==> src/rtl/gyro_link_pkg.sv <==
// gyro_link_pkg
// Shared definitions for the gyro link responder slice:
//   WD_DEFAULT   default serial word width
//   link_state_t framing state (HUNT until the first frame marker, then ACTIVE)
//   ERR_SAT      saturation value of the error counter
//   satInc       saturating 16-bit increment used by the error counter
package gyro_link_pkg;

  localparam int WD_DEFAULT = 48;

  typedef enum logic {
    HUNT   = 1'b0,
    ACTIVE = 1'b1
  } link_state_t;

  localparam logic [15:0] ERR_SAT = 16'hFFFF;

  function automatic logic [15:0] satInc(input logic [15:0] v);
    return (v == ERR_SAT) ? v : v + 16'd1;
  endfunction

endpackage

==> src/rtl/gen_sync_que_af.sv <==
// gen_sync_que_af
// Single-clock first-word-fall-through FIFO of 2**DPWR entries of WD bits.
// Ports:
//   clk, rstn      clock, synchronous active-low reset (empties the queue)
//   push_i/data_i  write request and data; ignored while full
//   pop_i          read request; ignored while empty
//   data_o         current head entry (valid while empty_o is low)
//   full_o/empty_o occupancy flags
module gen_sync_que_af #(
  parameter int DPWR = 2,
  parameter int WD   = 48
) (
  input  logic          clk,
  input  logic          rstn,
  input  logic          push_i,
  input  logic [WD-1:0] data_i,
  input  logic          pop_i,
  output logic [WD-1:0] data_o,
  output logic          full_o,
  output logic          empty_o
);

  localparam int DEPTH = 1 << DPWR;

  logic [WD-1:0] mem_q [DEPTH];
  logic [DPWR:0] wrPtr_q;
  logic [DPWR:0] rdPtr_q;
  logic          doPush;
  logic          doPop;

  assign doPush = push_i & ~full_o;
  assign doPop  = pop_i & ~empty_o;

  // Pointers carry one extra wrap bit so full and empty can be told apart.
  always_ff @(posedge clk) begin
    if (!rstn) begin
      wrPtr_q <= '0;
      rdPtr_q <= '0;
    end else begin
      if (doPush) wrPtr_q <= wrPtr_q + 1'b1;
      if (doPop)  rdPtr_q <= rdPtr_q + 1'b1;
    end
  end

  always_ff @(posedge clk) begin
    if (doPush) mem_q[wrPtr_q[DPWR-1:0]] <= data_i;
  end

  assign data_o  = mem_q[rdPtr_q[DPWR-1:0]];
  assign empty_o = (wrPtr_q == rdPtr_q);
  assign full_o  = (wrPtr_q[DPWR] != rdPtr_q[DPWR]) &&
                   (wrPtr_q[DPWR-1:0] == rdPtr_q[DPWR-1:0]);

endmodule

==> src/rtl/gyro_link_edge_sync.sv <==
// gyro_link_edge_sync
// Brings the asynchronous host pins into the clk domain and turns the bit
// clock into single-cycle rise/fall strobes.
// Ports:
//   clk, rstn            clock, synchronous active-low reset
//   mck_pol_i            1 = host bit clock idles high, so it is inverted here
//   mck_i/dsync_i/dtx_i  raw host pins
//   rise_o/fall_o        one-clk strobes on bit clock edges (after polarity fix)
//   dsync_o/dtx_o        synchronized frame marker and data
module gyro_link_edge_sync #(
  parameter int SYNC_STAGES = 2
) (
  input  logic clk,
  input  logic rstn,
  input  logic mck_pol_i,
  input  logic mck_i,
  input  logic dsync_i,
  input  logic dtx_i,
  output logic rise_o,
  output logic fall_o,
  output logic dsync_o,
  output logic dtx_o
);

  logic [SYNC_STAGES-1:0] mckSync_q;
  logic [SYNC_STAGES-1:0] dsyncSync_q;
  logic [SYNC_STAGES-1:0] dtxSync_q;
  logic                   mckDly_q;
  logic                   rise_q;
  logic                   fall_q;
  logic                   mckLevel;
  logic                   mckSynced;

  assign mckLevel  = mck_i ^ mck_pol_i;
  assign mckSynced = mckSync_q[SYNC_STAGES-1];

  // All three pins see the same synchronizer depth so data and frame marker
  // stay aligned with the bit clock strobes. The strobes are registered,
  // landing SYNC_STAGES+1 clocks after the pin edge.
  always_ff @(posedge clk) begin
    if (!rstn) begin
      mckSync_q   <= '0;
      dsyncSync_q <= '0;
      dtxSync_q   <= '0;
      mckDly_q    <= 1'b0;
      rise_q      <= 1'b0;
      fall_q      <= 1'b0;
    end else begin
      mckSync_q[0]   <= mckLevel;
      dsyncSync_q[0] <= dsync_i;
      dtxSync_q[0]   <= dtx_i;
      for (int i = 1; i < SYNC_STAGES; i++) begin
        mckSync_q[i]   <= mckSync_q[i-1];
        dsyncSync_q[i] <= dsyncSync_q[i-1];
        dtxSync_q[i]   <= dtxSync_q[i-1];
      end
      mckDly_q <= mckSynced;
      rise_q   <= mckSynced & ~mckDly_q;
      fall_q   <= ~mckSynced & mckDly_q;
    end
  end

  assign rise_o  = rise_q;
  assign fall_o  = fall_q;
  assign dsync_o = dsyncSync_q[SYNC_STAGES-1];
  assign dtx_o   = dtxSync_q[SYNC_STAGES-1];

endmodule

==> src/rtl/gyro_link_responder.sv <==
// gyro_link_responder
// Device side of a framed serial link. The host supplies bit clock MCK,
// frame marker DSYNC (high on the last bit of each word) and data DTX.
// Received words go out on an AXI-stream style port through a FIFO; response
// words taken from a TX FIFO are shifted out MSB first on DRX.
// Ports:
//   clk, rstn                    clock, synchronous active-low reset
//   enable                       block enable (low forces HUNT, freezes counters)
//   mck_pol                      bit clock idle polarity
//   MCK, DSYNC, DTX              asynchronous host pins
//   DRX                          registered device-to-host data
//   rx_tdata/rx_tvalid/rx_tready received word stream
//   tx_tdata/tx_tvalid/tx_tready response word stream
//   frame_err/rx_overflow/tx_underrun  one-clk event pulses
//   word_cnt                     wrapping count of stored words
//   err_cnt                      saturating count of clocks with an error event
module gyro_link_responder
  import gyro_link_pkg::*;
#(
  parameter int SYNC_STAGES = 2,
  parameter int DPWR        = 2,
  parameter int WD          = WD_DEFAULT
) (
  input  logic          clk,
  input  logic          rstn,
  input  logic          enable,
  input  logic          mck_pol,
  input  logic          MCK,
  input  logic          DSYNC,
  input  logic          DTX,
  output logic          DRX,
  output logic [WD-1:0] rx_tdata,
  output logic          rx_tvalid,
  input  logic          rx_tready,
  input  logic [WD-1:0] tx_tdata,
  input  logic          tx_tvalid,
  output logic          tx_tready,
  output logic          frame_err,
  output logic          rx_overflow,
  output logic          tx_underrun,
  output logic [15:0]   word_cnt,
  output logic [15:0]   err_cnt
);

  localparam int             BCW      = $clog2(WD);
  localparam logic [BCW-1:0] LAST_BIT = BCW'(WD - 1);

  logic riseP;
  logic fallP;
  logic dsyncS;
  logic dtxS;

  link_state_t    state_q, state_d;
  logic [BCW-1:0] bitCnt_q, bitCnt_d;
  logic [WD-1:0]  rxShift_q, rxShift_d;
  logic [WD-1:0]  txShift_q, txShift_d;
  logic           pushPend_q, pushPend_d;
  logic           firstFall_q, firstFall_d;
  logic           drx_q, drx_d;
  logic           frameErr_q, frameErr_d;
  logic           overflow_q, overflow_d;
  logic           underrun_q, underrun_d;
  logic [15:0]    wordCnt_q, wordCnt_d;
  logic [15:0]    errCnt_q, errCnt_d;

  logic           rxPush;
  logic           rxFull;
  logic           rxEmpty;
  logic           txPush;
  logic           txPop;
  logic           txFull;
  logic           txEmpty;
  logic [WD-1:0]  txHead;

  gyro_link_edge_sync #(
    .SYNC_STAGES(SYNC_STAGES)
  ) u_edge (
    .clk      (clk),
    .rstn     (rstn),
    .mck_pol_i(mck_pol),
    .mck_i    (MCK),
    .dsync_i  (DSYNC),
    .dtx_i    (DTX),
    .rise_o   (riseP),
    .fall_o   (fallP),
    .dsync_o  (dsyncS),
    .dtx_o    (dtxS)
  );

  // Framing and transmit shifter. A DSYNC rise always closes the current
  // word: it is accepted only when exactly WD bits have been shifted, and
  // it arms firstFall so the following fall loads the next response word.
  always_comb begin
    state_d     = state_q;
    bitCnt_d    = bitCnt_q;
    rxShift_d   = rxShift_q;
    pushPend_d  = 1'b0;
    firstFall_d = firstFall_q;
    txShift_d   = txShift_q;
    drx_d       = drx_q;
    frameErr_d  = 1'b0;
    underrun_d  = 1'b0;
    txPop       = 1'b0;

    if (!enable) begin
      state_d     = HUNT;
      bitCnt_d    = '0;
      firstFall_d = 1'b0;
      drx_d       = 1'b0;
    end else begin
      if (riseP) begin
        if (state_q == HUNT) begin
          bitCnt_d = '0;
          if (dsyncS) begin
            state_d     = ACTIVE;
            firstFall_d = 1'b1;
          end
        end else begin
          rxShift_d = {rxShift_q[WD-2:0], dtxS};
          if (dsyncS) begin
            bitCnt_d    = '0;
            firstFall_d = 1'b1;
            if (bitCnt_q == LAST_BIT) begin
              pushPend_d = 1'b1;
            end else begin
              frameErr_d = 1'b1;
            end
          end else if (bitCnt_q == LAST_BIT) begin
            frameErr_d = 1'b1;
            bitCnt_d   = '0;
          end else begin
            bitCnt_d = bitCnt_q + 1'b1;
          end
        end
      end

      if (fallP && (state_q == ACTIVE)) begin
        if (firstFall_q) begin
          firstFall_d = 1'b0;
          if (!txEmpty) begin
            txPop     = 1'b1;
            txShift_d = txHead;
          end else begin
            txShift_d  = '0;
            underrun_d = 1'b1;
          end
        end else begin
          txShift_d = {txShift_q[WD-2:0], 1'b0};
        end
        drx_d = txShift_d[WD-1];
      end
    end
  end

  // The completed word sits in rxShift_q for the clock after the closing
  // rise; the push (or overflow) is resolved then against the FIFO state.
  assign rxPush     = pushPend_q & enable & ~rxFull;
  assign overflow_d = pushPend_q & enable & rxFull;

  // Coincident events count once.
  always_comb begin
    wordCnt_d = wordCnt_q;
    errCnt_d  = errCnt_q;
    if (rxPush) wordCnt_d = wordCnt_q + 16'd1;
    if (frameErr_d | overflow_d | underrun_d) errCnt_d = satInc(errCnt_q);
  end

  always_ff @(posedge clk) begin
    if (!rstn) begin
      state_q     <= HUNT;
      bitCnt_q    <= '0;
      rxShift_q   <= '0;
      txShift_q   <= '0;
      pushPend_q  <= 1'b0;
      firstFall_q <= 1'b0;
      drx_q       <= 1'b0;
      frameErr_q  <= 1'b0;
      overflow_q  <= 1'b0;
      underrun_q  <= 1'b0;
      wordCnt_q   <= '0;
      errCnt_q    <= '0;
    end else begin
      state_q     <= state_d;
      bitCnt_q    <= bitCnt_d;
      rxShift_q   <= rxShift_d;
      txShift_q   <= txShift_d;
      pushPend_q  <= pushPend_d;
      firstFall_q <= firstFall_d;
      drx_q       <= drx_d;
      frameErr_q  <= frameErr_d;
      overflow_q  <= overflow_d;
      underrun_q  <= underrun_d;
      wordCnt_q   <= wordCnt_d;
      errCnt_q    <= errCnt_d;
    end
  end

  gen_sync_que_af #(
    .DPWR(DPWR),
    .WD  (WD)
  ) u_rx_fifo (
    .clk    (clk),
    .rstn   (rstn),
    .push_i (rxPush),
    .data_i (rxShift_q),
    .pop_i  (rx_tready),
    .data_o (rx_tdata),
    .full_o (rxFull),
    .empty_o(rxEmpty)
  );

  assign tx_tready = ~txFull & enable;
  assign txPush    = tx_tvalid & tx_tready;

  gen_sync_que_af #(
    .DPWR(DPWR),
    .WD  (WD)
  ) u_tx_fifo (
    .clk    (clk),
    .rstn   (rstn),
    .push_i (txPush),
    .data_i (tx_tdata),
    .pop_i  (txPop),
    .data_o (txHead),
    .full_o (txFull),
    .empty_o(txEmpty)
  );

  assign rx_tvalid   = ~rxEmpty;
  assign DRX         = drx_q;
  assign frame_err   = frameErr_q;
  assign rx_overflow = overflow_q;
  assign tx_underrun = underrun_q;
  assign word_cnt    = wordCnt_q;
  assign err_cnt     = errCnt_q;

endmodule

==> config.mk <==
export PLATFORM = sky130hd
export DESIGN_NAME = gyro_link_responder
export DESIGN_NICKNAME = d
export VERILOG_FILES = /design/src/rtl/gyro_link_pkg.sv /design/src/rtl/gen_sync_que_af.sv /design/src/rtl/gyro_link_edge_sync.sv /design/src/rtl/gyro_link_responder.sv
export SDC_FILE = /design/constraint.sdc
export NUM_CORES = 1
export LEC_CHECK = 0
export CAP_MARGIN = 10
export CORE_UTILIZATION = 35
export DETAILED_ROUTE_END_ITERATION = 7
export PLACE_DENSITY = 0.54
export SLEW_MARGIN = 30
export SYNTH_ARGS = -nofsm -noshare
export SYNTH_HDL_FRONTEND = slang
export SYNTH_SLANG_ARGS = --single-unit
==> constraint.sdc <==
create_clock -name clk -period 7.6 [get_ports clk]
set_input_delay 1.9 -clock clk [delete_from_list [all_inputs] [get_ports clk]]
set_output_delay 1.9 -clock clk [all_outputs]
set_load 0.05 [all_outputs]
==> flow_summary.toml, run 1 <==
[grt]
antenna_found_initial = 4
grt_usage = 0.1380
grt_pass1_vias = 11544
grt_pass1_wl_um = 64540
grt_overflow = 0
grt_max_degree = 98

[cells_and_area]
multiInputGateArea_sq_um = 5470
fin_nets = 1535
syn_to_final_growth_pct = 19.92
diodes = 0
drive_gt1_frac = 0.1469
fillers = 5277
stdcell_count = 2276
area.sequential_sq_um = 14850

[critical_path]
path_buf_inv = 2
rr_endpoint = "u_rx_fifo.mem_q[2][39]"
cp_top_family = "buffers and inverters"
worstPathArrival_ns = 3.89
ff2ff_path_depth = 4
ff2ff_setup_slack_ns = 4.91
path_cells = "clkdlybuf4s50_1 > o31a_1 > clkdlybuf4s50_1"
cp_max_fo = 9
critPathMaxStageDelay_ns = 0.87
critPathSlowestCell = "clkdlybuf4s50_1"
critical_path_required_ns = 5.70
cpMostUsedCell = "clkdlybuf4s50_1"
crit_path_end_kind = "output port"
reg2reg_from = "u_rx_fifo.wrPtr_q[1]"
start_kind = "primary input"
path_class = "in2out"

[place]
place_ws_ns = 1.806
place_congestion = 0.7204
placedCellCount = 2171
io_buffers = 142
dpl.hpwl_um = 22420

[timing]
fmaxAchievable_mhz = 172.7
rsz0062_at_grt = "no"
setup_tns_ns = 0
period_minus_slack_ns = 5.790
final-max-slew-violation-count = 0
setup_violations = 0
tightest_slew_ns = 0.8973
fin_ws_ns = 1.810
max_slew_margin = 0.4018
fin_crit_sh = 0.7619
fin_worst_skew_ns = 0.01810
hold_violations = 0

[synthesis]
synth_area_sq_um = 20620
synthCells = 1323
synth_enable_flop_cells = 384
yosys_warnings = 0
syn_nets = 1393
async_reset_ff_frac = 0
postSynthAreaPerCell_sq_um = 15.58
synth_top_area_frac = 0.5593
ys_seq_area_frac = 0.7195
synth_top_area_cell = "edfxtp_1"
synth_seq_cells = 549
synthTopCellsByCount = "edfxtp_1 (384), dfxtp_1 (165), a21oi_1 (157), nand2_1 (130), mux4_2 (96)"
synth.most_common_cell = "edfxtp_1"
ys.flop_type = "edfxtp_1"
ys_types = 47
ys_top_cells_by_area = "edfxtp_1 (56%), dfxtp_1 (16%), mux4_2 (10%)"

[drt]
first_pass_iters = 5
maxUsedRoutingLayer = "met5"
drc = 0
wl_per_cell_um = 17.92
viasPerCell = 4.844
wl_met2_um = 20330
drt_iter0_drc = 596
ant_nets = 0
totalWireLength_um = 40800
met3WireLength_um = 2115
wirelength_met1_um = 17580
num_vias = 11025

[hold_path]
min_to = "u_edge.rise_o"
hold_depth = 1
hp-class = "reg2reg"
min_from = "u_edge.mckDly_q"

[cts]
post_cts_resized = 0
cts_root_buf = "clkbuf_16"
numClockSinks = 549
tritoncts = "done"
cts_made_buffers = 57
htreeDepth = 2
clk_pin_slew_worst_paths_ns = 0.06
ctsHoldBuffers = 0
cts.path.max_buffers = 3
clk_latency_ns = 0.59
cts_setup_buffers = 0

[outcome]
outcome = "finished, final reports clean"

[power]
vdd_drop_max_uv = 192.4
cellLeakagePower_nw = 8.381
power.density_nw_per_um2 = 245.1
power.total_mw = 6.061

[floorplan]
start_util = 0.3560
die_y_um = 244.7
row_count = 88
die_x_um = 244.7
core_area_sq_um = 57920
io_pins = 143
fp.dieArea_sq_um = 59890

[job]
max-cap-violations = 0
[metal layers]
layer,global-route usage,up-vias
met4,0.04007,8
met5,0,-
met1,0.1691,5498
met3,0.03510,62
li1,-,5271
met2,0.2390,186
[report_power, final]
part | switching (mW) | internal [mW]
Combinational | 0.0560 | 0.0445
Sequential | 0.00656 | 3.20
Clock | 1.11 | 1.64
Total | 1.17 | 4.89
[registers in the layout, summed over array words and instances, names as in the netlist, 3 cells and up, named ones only]
| signal | cells |
|---|---|
| u_tx_fifo.mem_q | 192 |
| err_cnt | 16 |
| u_rx_fifo.wrPtr_q | 3 |
| bitCnt_q | 6 |
| u_rx_fifo.mem_q | 192 |
| rxShift_q | 48 |
| txShift_q | 47 |
| word_cnt | 16 |
| u_tx_fifo.wrPtr_q | 3 |
| u_rx_fifo.rdPtr_q | 3 |
| u_tx_fifo.rdPtr_q | 3 |
[layout by cell type, fill, tap and decap left out, types with 4 or more instances in the layout]
cell type        Yosys  routed
clkbuf_1            52      19
clkinv_2             0       9
ha_1                13      13
nor2b_1             48      47
buf_4                1      13
and2_1              11       7
nand2_1            130     130
nand2b_1            11      11
xnor2_1             15      15
o21ai_0             55      55
nor3_1               6       6
and3_4               0       4
a21oi_1            157     157
xor2_1              14      14
clkbuf_16            0      60
mux2i_1             13      13
and3_1              11       5
mux4_2              96      96
clkbuf_8             0      10
nand3_1             19      18
dfxtp_1            165     160
clkdlybuf4s50_1      0     141
edfxtp_1           384     384
inv_1               12      12
nand4_1             11      11
nor2_1              46      46
or3_1                6       6
[cells by family after synthesis]
family / share of synthesized area
muxes: 0.1112
DFF: 0.7195
xor gates and xnor gates: 0.01232
AOI/OAI and AO/OA: 0.05662
and+or+nand+nor: 0.07531
adders and majority gates: 0.007889
buffers and inverters: 0.01723
[how the worst max path moves through the flow]
stage | from | end | cells after the start
4_1_cts | enable | tx_tready | 3
2_1_floorplan | enable | tx_tready | 2
6_report | enable | tx_tready | 3
3_3_place_gp | enable | tx_tready | 3
3_5_place_dp | enable | tx_tready | 3
5_1_grt | enable | tx_tready | 3
[worst register-to-register path, stage by stage (launching register included)]
cell	delay, ns
dfxtp_1	0.41
xor2_1	0.31
o311a_2	0.45
and2_2	0.67
buf_4	0.48
[per-stage QoR]
| stage | cell area [sq um] | util | hold WS, ns |
|---|---|---|---|
| 2_1_floorplan | 20620 | - | 0.3835 |
| 6_report | 24730 | 0.4269 | 0.4019 |
| 4_1_cts | 24720 | 0.4269 | 0.4042 |
| 3_5_place_dp | 22860 | 0.3946 | 0.3957 |
| 3_3_place_gp | 22840 | 0.3943 | 0.3930 |
| 5_1_grt | 24730 | 0.4269 | 0.4218 |
[final cells by class]
| cell class | count | area share |
|---|---|---|
| Multi-Input combinational cell | 688 | 0.2212 |
| Sequential cell | 549 | 0.6004 |
| Inverter | 13 | 0.002024 |
| Tap cell | 765 | 0.03871 |
| Clock inverter | 16 | 0.006376 |
| Clock buffer | 89 | 0.06918 |
| Timing Repair Buffer | 156 | 0.06204 |
Note: power is estimated with default switching activity, not from simulation.
==> run 2, diff against run 1 <==
- PLACE_DENSITY: 0.54 -> 0.56
- clock period: 7.6 -> 5.1 ns (I/O delays scaled with it)
==> run 2 against run 1 <==
  * Combinational power is 57% higher
  * Total power is 51% higher
  * Flip-flop and latch count stayed put
  * Via count is 0.49% higher
  * Critical endpoint unchanged
  * Largest cell class unchanged
  * Largest power group unchanged
==> flow_summary.toml, run 2 (synthesized netlist as in run 1, its figures left out) <==
[place]
io_buffers = 142
dpl.hpwl_um = 23750
place_congestion = 0.7311
place_area_sq_um = 22970

[timing]
setup_violations = 0
period_minus_slack_ns = 4.299
hold_violations = 0
fmaxAchievable_mhz = 232.6
max_slew_margin = 0.3962
final-max-slew-violation-count = 0
tightest_slew_ns = 0.9057
fin_crit_sh = 0.8429
rsz0062_at_grt = "no"
setup_tns_ns = 0
fin_worst_skew_ns = 0.01910

[cts]
ctsHoldBuffers = 0
cts_made_buffers = 57
htreeDepth = 2
cts_setup_buffers = 0
cts_root_buf = "clkbuf_16"
post_cts_resized = 0
tritoncts = "done"
clk_latency_ns = 0.62
numClockSinks = 549
cts.path.max_buffers = 3
clk_pin_slew_worst_paths_ns = 0.06

[cells_and_area]
drive_gt1_frac = 0.1573
fillers = 5232
layout_commonest_cell = "edfxtp_1"
diodes = 0
design_area_sq_um = 24900
fin_nets = 1548
syn_to_final_growth_pct = 20.78
final_cell_mix = "edfxtp_1 (384), dfxtp_1 (160), a21oi_1 (157), clkdlybuf4s50_1 (141), nand2_1 (130)"

[drt]
totalWireLength_um = 40610
ant_nets = 0
drt_iter0_drc = 573
wl_per_cell_um = 17.72
num_vias = 11079
viasPerCell = 4.836
first_pass_iters = 5
drc = 0

[job]
max-cap-violations = 0

[critical_path]
critical_path_required_ns = 3.83
worstPathArrival_ns = 3.02
path_cells = "clkdlybuf4s50_1 > o31a_1 > clkdlybuf4s50_1"
crit_path_end_kind = "output port"
start_kind = "primary input"
critPathSlowestCell = "clkdlybuf4s50_1"
cp_max_fo = 6
path_buf_inv = 2
cp_top_family = "buffers and inverters"
critPathMaxStageDelay_ns = 0.87
path_class = "in2out"
cpMostUsedCell = "clkdlybuf4s50_1"

[grt]
grt_overflow = 0
grt_usage = 0.1382
grt_pass1_wl_um = 64780
antenna_found_initial = 1
grt_max_degree = 98
grt_pass1_vias = 11411

[outcome]
outcome = "finished, final reports clean"

[floorplan]
io_pins = 143
die_x_um = 244.7
start_util = 0.3560
die_y_um = 244.7
fp.dieArea_sq_um = 59890
core_area_sq_um = 57920
row_count = 88

[power]
vdd_drop_max_uv = 304.8
power.density_nw_per_um2 = 368.1
cellLeakagePower_nw = 8.467

[hold_path]
hp-class = "reg2reg"
-- run 2: changes by cell type in the layout (fill, tap and decap cells not counted), sizes merged --
cell / change
clkbuf: -20
buf: +13
clkinv: +9
clkinvlp: +7
bufinv: +4
inv: +2
-- run 2: path summary, 6_finish.rpt --
check | startpoint | endpoint | slack, ns | depth (start not counted)
worst min register to register | u_edge.mckDly_q | u_edge.rise_o | 0.41 | 1
worst min-delay path | u_edge.mckDly_q | u_edge.rise_o | 0.41 | 1
worst max register to register | u_rx_fifo.wrPtr_q[1] | u_rx_fifo.mem_q[1][38] | 2.61 | 4
worst max-delay path | enable | tx_tready | 0.80 | 3
-- run 2: stage by stage --
stage	setup slack (ns)	utilization	total power [mW]	hold WS (ns)	cells
global route	0.6142	0.4300	9.479	0.4270	2291
global placement	0.7961	0.3967	5.034	0.3908	2184
floorplan	1.399	-	4.944	0.3835	1323
CTS	0.6854	0.4300	9.290	0.4121	2291
finish	0.8010	0.4300	9.167	0.4094	2291
detailed placement	0.7786	0.3967	5.041	0.4115	2184
-- run 2: where the power goes --
group          total (mW)  leakage, nW  switching [mW]  internal [mW]
Sequential           4.78         5.27         0.00988           4.77
Clock                4.23        0.920            1.74           2.49
Combinational       0.157         2.27          0.0865         0.0700
-- run 2: cell type report --
cell class	instances	area (sq um)	area share
multi-input combinational	688	5454	0.2190
clock inverter	38	405.4	0.01628
timing repair buffer	169	1669	0.06703
clock buffer	69	1523	0.06115
sequential	549	14850	0.5961
tap	765	957.2	0.03844
inverter	13	48.80	0.001960
-- run 2: worst register-to-register path, stage by stage (launching register included) --
cell	delay, ns
dfxtp_1	0.41
xor2_1	0.32
o311a_2	0.45
and2_2	0.58
buf_4	0.40
-- run 2: layer usage --
layer,track usage,vias up,share of wire,wire length (um)
met4,0.04504,2,0.023,923
met3,0.02733,60,0.045,1816
met1,0.1764,5528,0.44,17770
li1,-,5304,-,-
met2,0.2351,185,0.49,20080
met5,0,-,0.00042,17
==> run 3, diff against run 2 <==
- clock period: 5.1 -> 3.7 ns (I/O delays scaled with it)
==> run 3 against run 2 <==
  * Design area increased by 0.41%
  * Wire length increased by 0.81%
  * Core utilization increased by 0.18 points
  * Flip-flop and latch count unchanged
  * Combinational power increased by 38%
  * Final cell count increased by 0.17%
  * Clock skew decreased by 0.0066 ns
  * Non-clock buffer count increased by 2
  * Setup slack got worse by 0.66 ns
  * Critical path type is now reg2out
==> flow_summary.toml, run 3 (synthesized netlist as in run 1, its figures left out) <==
[outcome]
outcome = "finished, final reports clean"

[critical_path]
path_buf_inv = 2
worstPathArrival_ns = 2.64
critical_path_required_ns = 2.77
path_class = "reg2out"
path_cells = "buf_4 > mux4_2 > clkdlybuf4s50_1"
cp_top_family = "buffers and inverters"
cp_max_fo = 13
start_kind = "flip-flop"
critPathMaxStageDelay_ns = 0.72
crit_path_end_kind = "output port"
critPathSlowestCell = "clkdlybuf4s50_1"

[timing]
period_minus_slack_ns = 3.560
fin_crit_sh = 0.9622
setup_violations = 0
final-max-slew-violation-count = 0
rsz0062_at_grt = "no"
fin_worst_skew_ns = 0.01251
max_slew_margin = 0.4996
fmaxAchievable_mhz = 280.9
setup_tns_ns = 0
tightest_slew_ns = 0.7506
hold_violations = 0

[drt]
ant_nets = 0
wl_per_cell_um = 17.84
first_pass_iters = 5
drt_iter0_drc = 530
num_vias = 11204
totalWireLength_um = 40930
drc = 0
viasPerCell = 4.882

[cells_and_area]
syn_to_final_growth_pct = 21.28
layout_commonest_cell = "edfxtp_1"
fin_nets = 1550
final_cell_mix = "edfxtp_1 (384), dfxtp_1 (160), a21oi_1 (157), clkdlybuf4s50_1 (139), nand2_1 (130)"
drive_gt1_frac = 0.1602
design_area_sq_um = 25010

[place]
io_buffers = 142
place_area_sq_um = 23060
place_congestion = 0.7239
dpl.hpwl_um = 23650

[grt]
grt_max_degree = 56
grt_pass1_wl_um = 64450
grt_pass1_vias = 11376
grt_usage = 0.1377
antenna_found_initial = 3
grt_overflow = 0

[power]
comb_power_share = 0.017
power_switching_share = 0.1945
pwr-share-clk = 0.462
power.density_nw_per_um2 = 506.5
cellLeakagePower_nw = 8.552
p_int_mw = 10.20
power_switching_mw = 2.463
vdd_drop_max_uv = 392.7
pwr-share-seq = 0.521

[cts]
numClockSinks = 549
post_cts_resized = 0
cts_setup_buffers = 0
clk_pin_slew_worst_paths_ns = 0.06
cts_made_buffers = 57
cts.path.max_buffers = 3
htreeDepth = 2
cts_root_buf = "clkbuf_16"
tritoncts = "done"
ctsHoldBuffers = 0
clk_latency_ns = 0.60

[floorplan]
start_util = 0.3560
core_area_sq_um = 57920
io_pins = 143
die_x_um = 244.7
row_count = 88
fp.dieArea_sq_um = 59890
die_y_um = 244.7

[hold_path]
hp-class = "reg2reg"

[job]
max-cap-violations = 0
## run 3: cell types whose count changed in the layout (fill, tap and decap cells not counted), moves of 3 or more
cell / before / now
clkinv_1: 11 / 8
clkinvlp_4: 8 / 2
buf_4: 23 / 20
buf_12: 4 / 10
clkinv_2: 8 / 15
## run 3: power groups by stage
stage                     logic [mW]  clock network [mW]  registers, mW
after floorplan               0.0898                   0           6.73
after CTS                      0.222                6.00           6.59
final                          0.216                5.85           6.60
after global routing           0.235                6.24           6.60
after global placement         0.217                   0           6.72
after detailed placement       0.220                   0           6.73
## run 3: worst paths after layout
kind / depth (start not counted) / slack, ns / startpoint / endpoint
worst max-delay path: 3 / 0.14 / flip-flop / rx_tdata[30]
worst min-delay path: 1 / 0.41 / u_edge.mckDly_q / u_edge.rise_o
worst max register to register: 6 / 1.56 / u_tx_fifo.wrPtr_q[1] / err_cnt[4]
worst min register to register: 1 / 0.41 / u_edge.mckDly_q / u_edge.rise_o
## run 3: area by class of cell
type                            count  area, sq um
Antenna cell                        1        2.502
Clock inverter                     36        382.9
Fill cell                        5266        32910
Inverter                           13        48.80
Multi-Input combinational cell    688         5454
Tap cell                          765        957.2
Timing Repair Buffer              171         1759
Sequential cell                   549        14850
Clock buffer                       72         1555
## run 3: stage by stage
stage,setup slack (ns),total power [mW],instances,util,hold slack (ns)
6_report,0.1399,12.66,2295,0.4318,0.4109
5_1_grt,0.02419,13.07,2294,0.4317,0.4416
4_1_cts,0.04525,12.82,2294,0.4317,0.4104
3_5_place_dp,0.5795,6.947,2186,0.3982,0.4018
3_3_place_gp,0.6063,6.941,2186,0.3982,0.3889
2_1_floorplan,0.3490,6.815,1323,-,0.3835
## run 3: metal layers
layer	GRT usage	wire length [um]
met3	0.02843	1708
met1	0.1757	18170
met2	0.2358	20190
met5	0	29
met4	0.03952	829
